===== src/rtl/serial_ripple_subtractor.sv =====
// Bit-serial subtractor: D = A - B - Bin, LSB first, one bit per clock.
// Start/busy/done handshake; a single borrow flop carries between bits.
module serial_ripple_subtractor #(
  parameter int WIDTH = 2
) (
  input  logic             clk,
  input  logic             rst,
  input  logic             start,
  input  logic [WIDTH-1:0] A,
  input  logic [WIDTH-1:0] B,
  input  logic             Bin,
  output logic             busy,
  output logic             done,
  output logic [WIDTH-1:0] D,
  output logic             Bout
);

  localparam int IW = (WIDTH > 1) ? $clog2(WIDTH) : 1;
  localparam logic [IW-1:0] LAST = IW'(WIDTH - 1);

  typedef enum logic [1:0] {
    S_IDLE,
    S_RUN,
    S_DONE
  } state_t;

  state_t r_state;
  state_t w_next;

  logic [WIDTH-1:0] r_a;
  logic [WIDTH-1:0] r_b;
  logic [WIDTH-1:0] r_acc;
  logic [WIDTH-1:0] r_d;
  logic             r_br;
  logic             r_bout;
  logic [IW-1:0]    r_idx;

  logic             w_accept;
  logic             w_last;
  logic             w_dbit;
  logic             w_brn;
  logic [WIDTH-1:0] w_acc_next;

  assign w_accept = start &&
                    (r_state == S_IDLE || r_state == S_DONE);
  assign w_last   = (r_idx == LAST);
  assign w_dbit   = r_a[0] ^ r_b[0] ^ r_br;
  assign w_brn    = (~r_a[0] & r_b[0]) |
                    (~(r_a[0] ^ r_b[0]) & r_br);

  // New difference bit enters at the MSB; after WIDTH shifts bit 0 is at LSB.
  assign w_acc_next = (r_acc >> 1) |
                      (WIDTH'(w_dbit) << (WIDTH - 1));

  always_ff @(posedge clk or posedge rst) begin
    if (rst) begin
      r_state <= S_IDLE;
    end else begin
      r_state <= w_next;
    end
  end

  always_comb begin
    w_next = r_state;
    unique case (r_state)
      S_IDLE: begin
        if (start) w_next = S_RUN;
      end
      S_RUN: begin
        if (w_last) w_next = S_DONE;
      end
      S_DONE: begin
        w_next = start ? S_RUN : S_IDLE;
      end
      default: w_next = S_IDLE;
    endcase
  end

  always_ff @(posedge clk or posedge rst) begin
    if (rst) begin
      r_a    <= '0;
      r_b    <= '0;
      r_acc  <= '0;
      r_d    <= '0;
      r_br   <= 1'b0;
      r_bout <= 1'b0;
      r_idx  <= '0;
    end else if (w_accept) begin
      r_a   <= A;
      r_b   <= B;
      r_br  <= Bin;
      r_acc <= '0;
      r_idx <= '0;
    end else if (r_state == S_RUN) begin
      r_a   <= r_a >> 1;
      r_b   <= r_b >> 1;
      r_br  <= w_brn;
      r_acc <= w_acc_next;
      r_idx <= r_idx + IW'(1);
      if (w_last) begin
        r_d    <= w_acc_next;
        r_bout <= w_brn;
      end
    end
  end

  assign busy = (r_state == S_RUN);
  assign done = (r_state == S_DONE);
  assign D    = r_d;
  assign Bout = r_bout;

endmodule


===== config.mk =====
export PLATFORM = sky130hd
export DESIGN_NAME = serial_ripple_subtractor
export DESIGN_NICKNAME = d
export VERILOG_FILES = /design/src/rtl/serial_ripple_subtractor.sv
export SDC_FILE = /design/constraint.sdc
export NUM_CORES = 1
export LEC_CHECK = 0
export ABC_AREA = 1
export BUFFER_PORTS_ARGS = -buffer_cell sky130_fd_sc_hd__buf_2
export CAP_MARGIN = 20
export CORE_AREA = 4 4 41 43
export DETAILED_ROUTE_END_ITERATION = 12
export DIE_AREA = 0 0 45 47
export PLACE_DENSITY_LB_ADDON = 0.08
export SYNTH_ARGS = -nofsm -noshare
export SYNTH_HDL_FRONTEND = slang
export SYNTH_SLANG_ARGS = --single-unit
export TNS_END_PERCENT = 30

===== constraint.sdc =====
create_clock -name clk -period 1.5 [get_ports clk]
set_input_delay 0.3 -clock clk [delete_from_list [all_inputs] [get_ports clk]]
set_output_delay 0.3 -clock clk [all_outputs]
set_load 0.05 [all_outputs]

After elaboration in Yosys (flattened, before gate mapping):

Cells that the tools add are included.

* register bits: 13
* input port bits: 8

* add/subtract/negate cells: 1
* equal/unequal tests: 4
* multiplexer cells: 14
* bitwise gates (word level): 9
* reductions and logical operators: 6

Operators with widths (count)
* $mux W2: 8
* $pmux W2 S3: 1
* $mux W1: 5
* $not A1 Y1: 3
* $reduce_and A3 Y1: 1
* $and A1 B1 Y1: 2
* $eq A2 B1 Y1 const B: 1
* $eq A2 B2 Y1 const B: 1
* $logic_not A2 Y1: 1
* $ne A2 B1 Y1 const B: 1
* $ne A2 B2 Y1 const B: 1
* $or A1 B2 Y2: 1
* $reduce_and A2 Y1: 1
* $reduce_bool A2 Y1: 1
* $xor A1 B1 Y1: 2
* $add A1 B1 Y1 const B: 1
* $logic_and A1 B1 Y1: 1
* $logic_or A1 B1 Y1: 1
* $or A1 B1 Y1: 1

Depth between registers and ports, before layout:

Gate-level depths: netlist of the first run.

* depth after elaboration: 6
* gate-level depth with buffers: 7
* gate-level depth less buffers: 7

Least setup slack after synthesis of the first run:

Ideal clock, no wire load.

* path kind: register to output
* start: register r_state[1]
* end: output done
* data arrival time: 1.122 ns
* path slack: 0.078 ns
* stages on the path, launching flop included: 3
* path buffers: 0
* path through: dfrtp_1 inv_1 nor2_1

* cells in the longest elaborated chain, start to end: 1

RTL lines
* start: declaration: RTL line 27 `state_t r_state;`
* start signal: assignment: RTL line 59 `r_state <= w_next;`
* $eq A2 B2 Y1: RTL line 108 `assign done = (r_state == S_DONE);`
* end: declaration: RTL line 13 `output logic done,`

Every way passes these cells.

Worst setup path after layout of the first run:

Ends and elaborated chain as after synthesis.

==> flow_summary.toml, run 1 <==
[synthesis]
ys_seq_area_share_pct = 53.7
synthesis.area_um2 = 559
post_synth_inst_count = 67
netlist_top_cells_area = "dfrtp_1 54%, nand2_1 17%, nand3_1 12%"
synth_most_common_cell = "nand2_1"
synth_cell_type_count = 9
ys_dominant_reg_cell = "dfrtp_1"
synthesis.nets = 76
synth_enable_flop_cells = 0
synth-async-reset-ratio_pct = 100
post-synth-top-area-fraction_pct = 53.7
synth-seq-cells = 12
synth_largest_area_cell = "dfrtp_1"
synth-warning-count = 0
synthTopCellsByCount = "25 x nand2_1, 13 x nand3_1, 12 x dfrtp_1"
syn-mean-instance-area_um2 = 8.35

[sta]
timing.final.crit_share_pct = 94.7
max_slew.worst_pin.slew_ps = 479
setup_viols_final = 0
max_freq_mhz = 704
worst_clock_skew_ps = 7.15
relSlewSlack_pct = 68.0
pins_over_slew_limit = 0
final-hold-violation-count = 0
timing.final.crit_period_ps = 1420
holdWs_ps = 22.3
worst_slack_ps = 80.1

[hold_path]
type_of_the_tightest_min_delay_check = "input port to async pin"

[critical_path]
timing.rr.start = "r_a[0]"
r2r_setup_slack_ps = 310
worstPathCellList = "inv_1 > nor2_1 > clkbuf_4"
worst_r2r_path_depth = 3
max_stage_delay_ps = 400
cp-end-kind = "output port"
r2r-end = "r_acc[1]"
worst_ep_required_time_ps = 1200
critPathMaxFanout = 5
critical_path.top_delay_family = "flip-flops"
critical_path_arrival_ps = 1120
crit_path_start_kind = "flop"
cp_slowest_cell = "dfrtp_1"
critical_path_buf_inv_count = 2
worstSetupPathType = "flop to output port"

[cts]
path_clk_slew_ps = 80
later_pin_clock_latency_in_the_skew_report_ps = 280
htreeDepth = 1
clock-root-buffer = "clkbuf_4"
cts_setup_buffers = 0
clockBufferDepth = 2
tritoncts = "built"
cts.sinks = 12
ctsResizeCount = 1
numCtsBuffers = 3
hold_buffers = 0

[pwr]
power.density_cell_area_nw_per_um2 = 2490
leakage_nw = 0.396
peakVddDrop_uv = 1270
power.total_mw = 1.69

[drt]
drc = 0
post_dr_vias_cell = 4.87
routedWlPerCell_um = 11.3
finalWirelength_mm = 1.11
detailed_route_via_count = 477
drt-initial-drc-count = 9
drt.antenna.violating_nets = 0
number_of_iterations_in_the_first_detailed_routing_pass = 3

[status]
outcome = "finished, final reports clean"

[placement]
numPortBuffers = 12
dpl.hpwl_um = 825
place.gp.congestion = 0.770
place_worst_setup_slack_ps = 287
placed_cells_incl_taps = 94
postPlaceCellArea_um2 = 638

[floorplan]
die-width_um = 45
num_rows = 13
die_height_um = 47
start_util_pct = 43.0
dieArea_um2 = 2120
io_pins = 13
fp.coreArea_um2 = 1300

[cells_and_area]
layout-drive-gt1-share_pct = 26.5
fin_nets = 93
syn2layout_area_growth_pct = 21.7
instances_no_fill = 98
insertedDiodeCount = 0
final_design_instance_area_without_fill_um2 = 681

[global_routing]
first_pass_grt_wire_length_mm = 1.93
first_global_vias = 472
grt_usage_pct = 12.8
grt_max_degree = 13
gr-total-overflow = 0
grt_antenna_before_repair = 0

[run]
max_cap_viol_count = 0
[cells in the final DEF, fill, tap and decap left out]
cell	Yosys	layout
clkbuf_4	0	4
nor2_1	1	1
inv_1	10	10
buf_2	0	10
dfrtp_2	0	1
nand2_1	25	25
fa_1	1	1
inv_2	1	1
nand3_1	13	13
clkbuf_8	0	1
dfrtp_1	12	11
buf_4	0	1
nor2_4	2	2
nand2_2	2	2
[flip-flops by register name, summed over array words and instances, names as in the netlist]
signal   cells
r_br         1
D            2
r_a          2
r_state      2
r_idx        1
r_acc        1
r_b          2
Bout         1
[power breakdown]
part | internal (mW) | switching (mW) | total (mW)
combinational | 0.251 | 0.596 | 0.847
sequential | 0.479 | 0.105 | 0.585
clock | 0.148 | 0.115 | 0.263
total | 0.878 | 0.816 | 1.69
[worst max-delay path by stage]
stage	to	start	slack (ps)	cells past startpoint
floorplan	done	r_state[1]	80	2
global placement	busy	r_state[0]	300	3
detailed placement	busy	r_state[0]	290	3
CTS	busy	r_state[0]	40	3
global route	done	r_state[1]	-10	3
finish	done	r_state[1]	80	3
[per-layer routing]
layer  vias to the layer above  wire [um]  global-route usage (%)  share of wire [%]
met5                         -          0                       0                  0
met4                         0         25                    7.02                2.3
met3                         5         47                    2.30                4.2
met2                        10        508                    20.9                 46
met1                       225        527                    16.2                 47
li1                        237          -                       -                  -
[worst register-to-register path, delay by kind of cell (launching register included)]
family	cells	cell delay, ps
fa+ha+maj	1	530
flops	1	410
simple gates	2	140
[kinds of logic (layout without fill, tap and decap cells)]
logic type    after synthesis  in the layout  synth area share [%]
fa+ha+maj                   1              1                  3.58
flops                      12             12                  53.7
simple gates               43             43                  35.3
buf+inv                    11             27                  7.38
[metrics by stage]
step,TNS [ps],util (%)
global placement,0,49.0
CTS,0,52.0
finish,0,52.3
floorplan,0,-
detailed placement,0,49.0
global route,-12.2,52.3
[area by class of cell]
| type | count | area, um^2 |
|---|---|---|
| Timing Repair Buffer | 12 | 65.1 |
| Fill cell | 139 | 621 |
| Multi-Input combinational cell | 44 | 218 |
| Sequential cell | 12 | 302 |
| Tap cell | 15 | 18.8 |
| Inverter | 11 | 41.3 |
| Clock buffer | 4 | 36.3 |
Power figures use the tool's default switching activity.
==> run 2, diff against run 1 <==
--- a/config.mk
+++ b/config.mk
@@ -5,7 +5,6 @@
 export SDC_FILE = /design/constraint.sdc
 export NUM_CORES = 1
 export LEC_CHECK = 0
-export ABC_AREA = 1
 export BUFFER_PORTS_ARGS = -buffer_cell sky130_fd_sc_hd__buf_2
 export CAP_MARGIN = 20
 export CORE_AREA = 4 4 41 43
==> run 2 against run 1 <==
Worst setup slack worse by 1.8 ps. Utilization up 5.1 points. Sequential cell count unchanged. Count of clock-buffer cells in the layout unchanged. Critical path type unchanged. Largest cell class unchanged. Highest routed layer is now met3.
==> flow_summary.toml, run 2 <==
[status]
outcome = "finished, final reports clean"

[global_routing]
grt_max_degree = 14
grt_usage_pct = 12.8
gr-total-overflow = 0
grt_antenna_before_repair = 0
first_pass_grt_wire_length_mm = 1.90
first_global_vias = 450

[pwr]
power.density_cell_area_nw_per_um2 = 2530
peakVddDrop_uv = 891
leakage_nw = 0.374

[synthesis]
synthTopCellsByCount = "12 x dfrtp_1, 5 x o21ai_0"
post-synth-top-area-fraction_pct = 46.8
synthesis.nets = 65
syn-mean-instance-area_um2 = 11.5
synth_enable_flop_cells = 0
synth-warning-count = 0
synth_most_common_cell = "dfrtp_1"
netlist_top_cells_area = "dfrtp_1 47%, mux2_4 9.4%, mux2i_1 6.2%"
post_synth_inst_count = 56
ys_seq_area_share_pct = 46.8
synth_cell_type_count = 22
synth-seq-cells = 12
synth-async-reset-ratio_pct = 100
synth_largest_area_cell = "dfrtp_1"
synthesis.area_um2 = 642
ys_dominant_reg_cell = "dfrtp_1"

[sta]
pins_over_slew_limit = 0
worst_clock_skew_ps = 2.45
max_freq_mhz = 703
tns_setup_ps = 0
timing.final.crit_share_pct = 94.8
holdWs_ps = 26.8
rsz0062_at_grt = "false"
final-hold-violation-count = 0
setup_viols_final = 0
max_slew.worst_pin.slew_ps = 461
relSlewSlack_pct = 69.2
timing.final.crit_period_ps = 1420

[run]
max_cap_viol_count = 0

[cts]
path_clk_slew_ps = 80
tritoncts = "built"
cts_setup_buffers = 0
htreeDepth = 1
clock-root-buffer = "clkbuf_4"
hold_buffers = 0
numCtsBuffers = 3
clockBufferDepth = 2
later_pin_clock_latency_in_the_skew_report_ps = 270
cts.sinks = 12

[cells_and_area]
insertedDiodeCount = 0
fin_nets = 80
layout.cells.most_common = "dfrtp_1"
final_design_instance_area_without_fill_um2 = 747
syn2layout_area_growth_pct = 16.4
layout.cells.most_common_list = "11 x dfrtp_1, 10 x buf_2, 5 x o21ai_0"
instances_no_fill = 85
layout-drive-gt1-share_pct = 37.1

[critical_path]
crit_path_start_kind = "flop"
worstSetupPathType = "flop to output port"
critPathMaxFanout = 8
critical_path_arrival_ps = 1120
worstPathCellList = "and2b_1 > buf_4"
cp_slowest_cell = "dfrtp_2"
worst_ep_required_time_ps = 1200
max_stage_delay_ps = 460
cp-end-kind = "output port"

[floorplan]
die-width_um = 45
num_rows = 13
dieArea_um2 = 2120
fp.coreArea_um2 = 1300
die_height_um = 47
start_util_pct = 49.3
io_pins = 13

[placement]
placed_cells_incl_taps = 81
dpl.hpwl_um = 834
place.gp.congestion = 0.679
numPortBuffers = 12
postPlaceCellArea_um2 = 704

[hold_path]
type_of_the_tightest_min_delay_check = "input port to async pin"

[drt]
number_of_iterations_in_the_first_detailed_routing_pass = 1
post_dr_vias_cell = 5.20
drc = 0
detailed_route_via_count = 442
drt-initial-drc-count = 0
finalWirelength_mm = 1.10
drt.antenna.violating_nets = 0
routedWlPerCell_um = 13.0
[run 2: path summary, 6_finish.rpt]
kind	from	endpoint	slack, ps	cells after the start
setup reg to reg	r_a[0]	r_acc[1]	80	4
setup / recovery	r_state[1]	busy	80	2
min in group clk	Bin	r_br	300	3
max in group asynchronous	rst	r_state[1]	1130	2
hold / removal	rst	D[0]	30	2
hold reg to reg	Bout	Bout	480	2
[run 2: final cells by class]
cell class                 count  area [um^2]
fill                         120          554
sequential                    12          302
multi-input combinational     36          295
timing repair buffer          14         80.1
clock buffer                   4         36.3
tap                           15         18.8
inverter                       4         15.0
[run 2: what timing repair did]
action | in CTS | in global routing
resized for setup | 2 | 1
hold endpoints to repair | 0 | 0
setup endpoints to repair | 2 | 2
pin swaps | 0 | 0
[run 2: critical path: cells and delay by family (launching register included)]
family / cells / cell delay [ps]
buffers and inverters: 1 / 190
DFF: 1 / 460
and+or+nand+nor: 1 / 210
[run 2: per-layer routing]
metal | up-vias | wire length [um] | GRT usage [%]
li1 | 219 | - | -
met1 | 210 | 504 | 15.2
met2 | 13 | 520 | 21.8
met3 | 0 | 77 | 3.45
met4 | 0 | 0 | 5.26
met5 | - | 0 | 0
[run 2: power by group]
part / switching [mW] / internal, mW / leakage [nW]
clock network: 0.106 / 0.147 / 0.0210
registers: 0.150 / 0.482 / 0.147
logic: 0.540 / 0.467 / 0.206
total: 0.796 / 1.10 / 0.374
[run 2: logic make-up after synthesis]
| group | Yosys count | share of synthesized area (%) |
|---|---|---|
| DFF | 12 | 46.8 |
| muxes | 9 | 17.3 |
| buffers and inverters | 8 | 7.21 |
| adders and majority gates | 1 | 3.12 |
| and+or+nand+nor | 14 | 14.4 |
| AOI/OAI and AO/OA | 12 | 11.1 |
[run 2: stage by stage]
step	utilization (%)	setup slack, ps	power, mW
after global routing	57.4	15.3	2.03
final	57.4	78.3	1.89
after CTS	57.3	32.0	1.92
after floorplan	-	1.54	1.46
after detailed placement	54.1	89.1	1.63
after global placement	54.1	119	1.60
==> run 3, diff against run 2 <==
--- a/config.mk
+++ b/config.mk
@@ -7,9 +7,9 @@
 export LEC_CHECK = 0
 export BUFFER_PORTS_ARGS = -buffer_cell sky130_fd_sc_hd__buf_2
 export CAP_MARGIN = 20
-export CORE_AREA = 4 4 41 43
+export CORE_MARGIN = 4
+export CORE_UTILIZATION = 46
 export DETAILED_ROUTE_END_ITERATION = 12
-export DIE_AREA = 0 0 45 47
 export PLACE_DENSITY_LB_ADDON = 0.08
 export SYNTH_ARGS = -nofsm -noshare
 export SYNTH_HDL_FRONTEND = slang
==> constraint.sdc (replaced) <==
create_clock -name clk -period 1.3 [get_ports clk]
set_input_delay 0.26 -clock clk [delete_from_list [all_inputs] [get_ports clk]]
set_output_delay 0.26 -clock clk [all_outputs]
set_load 0.05 [all_outputs]
==> run 3 against run 2 <==
The run now ends with hold timing, setup timing left. Power increased by 24%. Final cell count increased by 4.7%. Worst hold slack got worse by 36 ps. Sequential power increased by 12%. Via count increased by 0.90%. Combinational power increased by 40%. Routed wire length increased by 2.6%. Highest routed layer is now met4.
==> flow_summary.toml, run 3 (synthesis gave the netlist of run 2 again) <==
[cells_and_area]
syn2layout_area_growth_pct = 23.0
fin_nets = 85
nFillCells = 113
layout.cells.most_common = "dfrtp_1"
insertedDiodeCount = 0
layout-drive-gt1-share_pct = 47.3
instances_no_fill = 89
layout.cells.most_common_list = "11 x dfrtp_1, 10 x buf_2, 7 x buf_4"
multiInputGateArea_um2 = 307
area.sequential_um2 = 302
postLayoutCoreUtil_pct = 60.7

[sta]
holdWs_ps = -9.40
rsz0062_at_grt = "true"
max_freq_mhz = 715
worst_clock_skew_ps = 0.946
final-hold-violation-count = 12
relSlewSlack_pct = 68.4
timing.final.crit_share_pct = 108
pins_over_slew_limit = 0
setup_viols_final = 3
max_slew.worst_pin.slew_ps = 474
timing.final.crit_period_ps = 1400
worst_slack_ps = -99.2

[critical_path]
worst_ep_required_time_ps = 1460
critPathMaxFanout = 2
worstSetupPathType = "flop to flop"
cp-end-kind = "flop"
crit_path_start_kind = "flop"
critical_path_arrival_ps = 1560

[placement]
numPortBuffers = 12
placed_cells_incl_taps = 84
dpl.hpwl_um = 808
place.gp.congestion = 0.688

[floorplan]
die-width_um = 45.4
num_rows = 13
die_height_um = 45.4
fp.coreArea_um2 = 1300
start_util_pct = 49.3
io_pins = 13
dieArea_um2 = 2060

[global_routing]
first_global_vias = 437
gr-total-overflow = 0
grt_usage_pct = 14.2
first_pass_grt_wire_length_mm = 1.97
grt_max_degree = 14
grt_antenna_before_repair = 0

[drt]
post_dr_vias_cell = 5.01
drt-initial-drc-count = 3
finalWirelength_mm = 1.13
drc = 0
number_of_iterations_in_the_first_detailed_routing_pass = 2
routedWlPerCell_um = 12.7
drt.antenna.violating_nets = 0
detailed_route_via_count = 446

[cts]
numCtsBuffers = 3
path_clk_slew_ps = 70
clockBufferDepth = 2
hold_buffers = 0
cts.sinks = 12
clock-root-buffer = "clkbuf_4"
tritoncts = "built"
later_pin_clock_latency_in_the_skew_report_ps = 270
htreeDepth = 1

[pwr]
leakage_nw = 0.394
power.density_cell_area_nw_per_um2 = 2970
peakVddDrop_uv = 1150

[status]
violated_checks = "hold timing, setup timing"
outcome = "finished with violations"

[hold_path]
type_of_the_tightest_min_delay_check = "input port to async pin"

[run]
max_cap_viol_count = 0
[run 3: cell count changes in the layout (fill, tap and decap cells not counted)]
cell,before,now
inv_1,4,3
buf_6,0,2
buf_4,4,7
o21ai_1,1,0
nand2_1,2,1
nor2b_2,0,1
o21ai_2,0,1
clkbuf_8,1,0
nand2_2,0,1
fa_1,1,0
inv_2,0,1
fa_2,0,1
nor2b_1,4,3
[run 3: critical path, cell delays in order, from the launching register on]
cell and delay [ps]:
dfrtp_1 390, inv_2 80, fa_2 420, mux2_4 280, nand2_2 70, o21ai_2 50
[run 3: cell type report]
type | count | share of cell area, %
Tap cell | 15 | 2.38
Inverter | 4 | 1.90
Sequential cell | 12 | 38.2
Timing Repair Buffer | 19 | 15.8
Multi-Input combinational cell | 36 | 38.8
Clock buffer | 3 | 2.85
[run 3: metrics by stage]
stage / hold WS (ps) / power [mW] / cell area, um^2 / setup TNS [ps] / worst slack, ps
floorplan: 125 / 1.69 / 644 / -69.1 / -60.8
finish: -9.40 / 2.35 / 790 / -217 / -99.2
global route: 16.7 / 2.51 / 790 / -438 / -156
global placement: 293 / 1.92 / 729 / -71.3 / -71.3
detailed placement: 306 / 1.96 / 729 / -158 / -120
CTS: 11.1 / 2.24 / 766 / -207 / -125
[run 3: per-layer routing]
layer,vias up,global-route usage (%),share of wire (%)
li1,226,-,-
met1,203,16.7,47
met2,13,21.2,45
met3,4,4.78,5.9
met4,0,10.5,2.1
met5,-,0,0
[run 3: what timing repair did]
action / in CTS / in global routing
buffers inserted: 0 / 2
resized for setup: 6 / 3
pin swaps: 1 / 2
gates cloned: 0 / 0
endpoints found under the setup margin: 4 / 5
[run 3: path summary, 6_finish.rpt]
kind / endpoint / start / slack, ps / depth (start not counted)
worst max-delay path: r_acc[1] / r_br / -100 / 5
worst min-delay path: r_state[1] / rst / -9 / 2
worst max register to register: r_acc[1] / r_br / -100 / 5
worst min register to register: Bout / Bout / 480 / 2
max in group asynchronous: r_state[0] / rst / 960 / 2
min in group clk: r_a[0] / A[0] / 270 / 3
[run 3: where the power goes]
part / switching, mW / total (mW) / leakage, nW / internal (mW)
combinational: 0.701 / 1.41 / 0.233 / 0.710
clock: 0.120 / 0.227 / 0.0138 / 0.107
sequential: 0.151 / 0.708 / 0.148 / 0.556
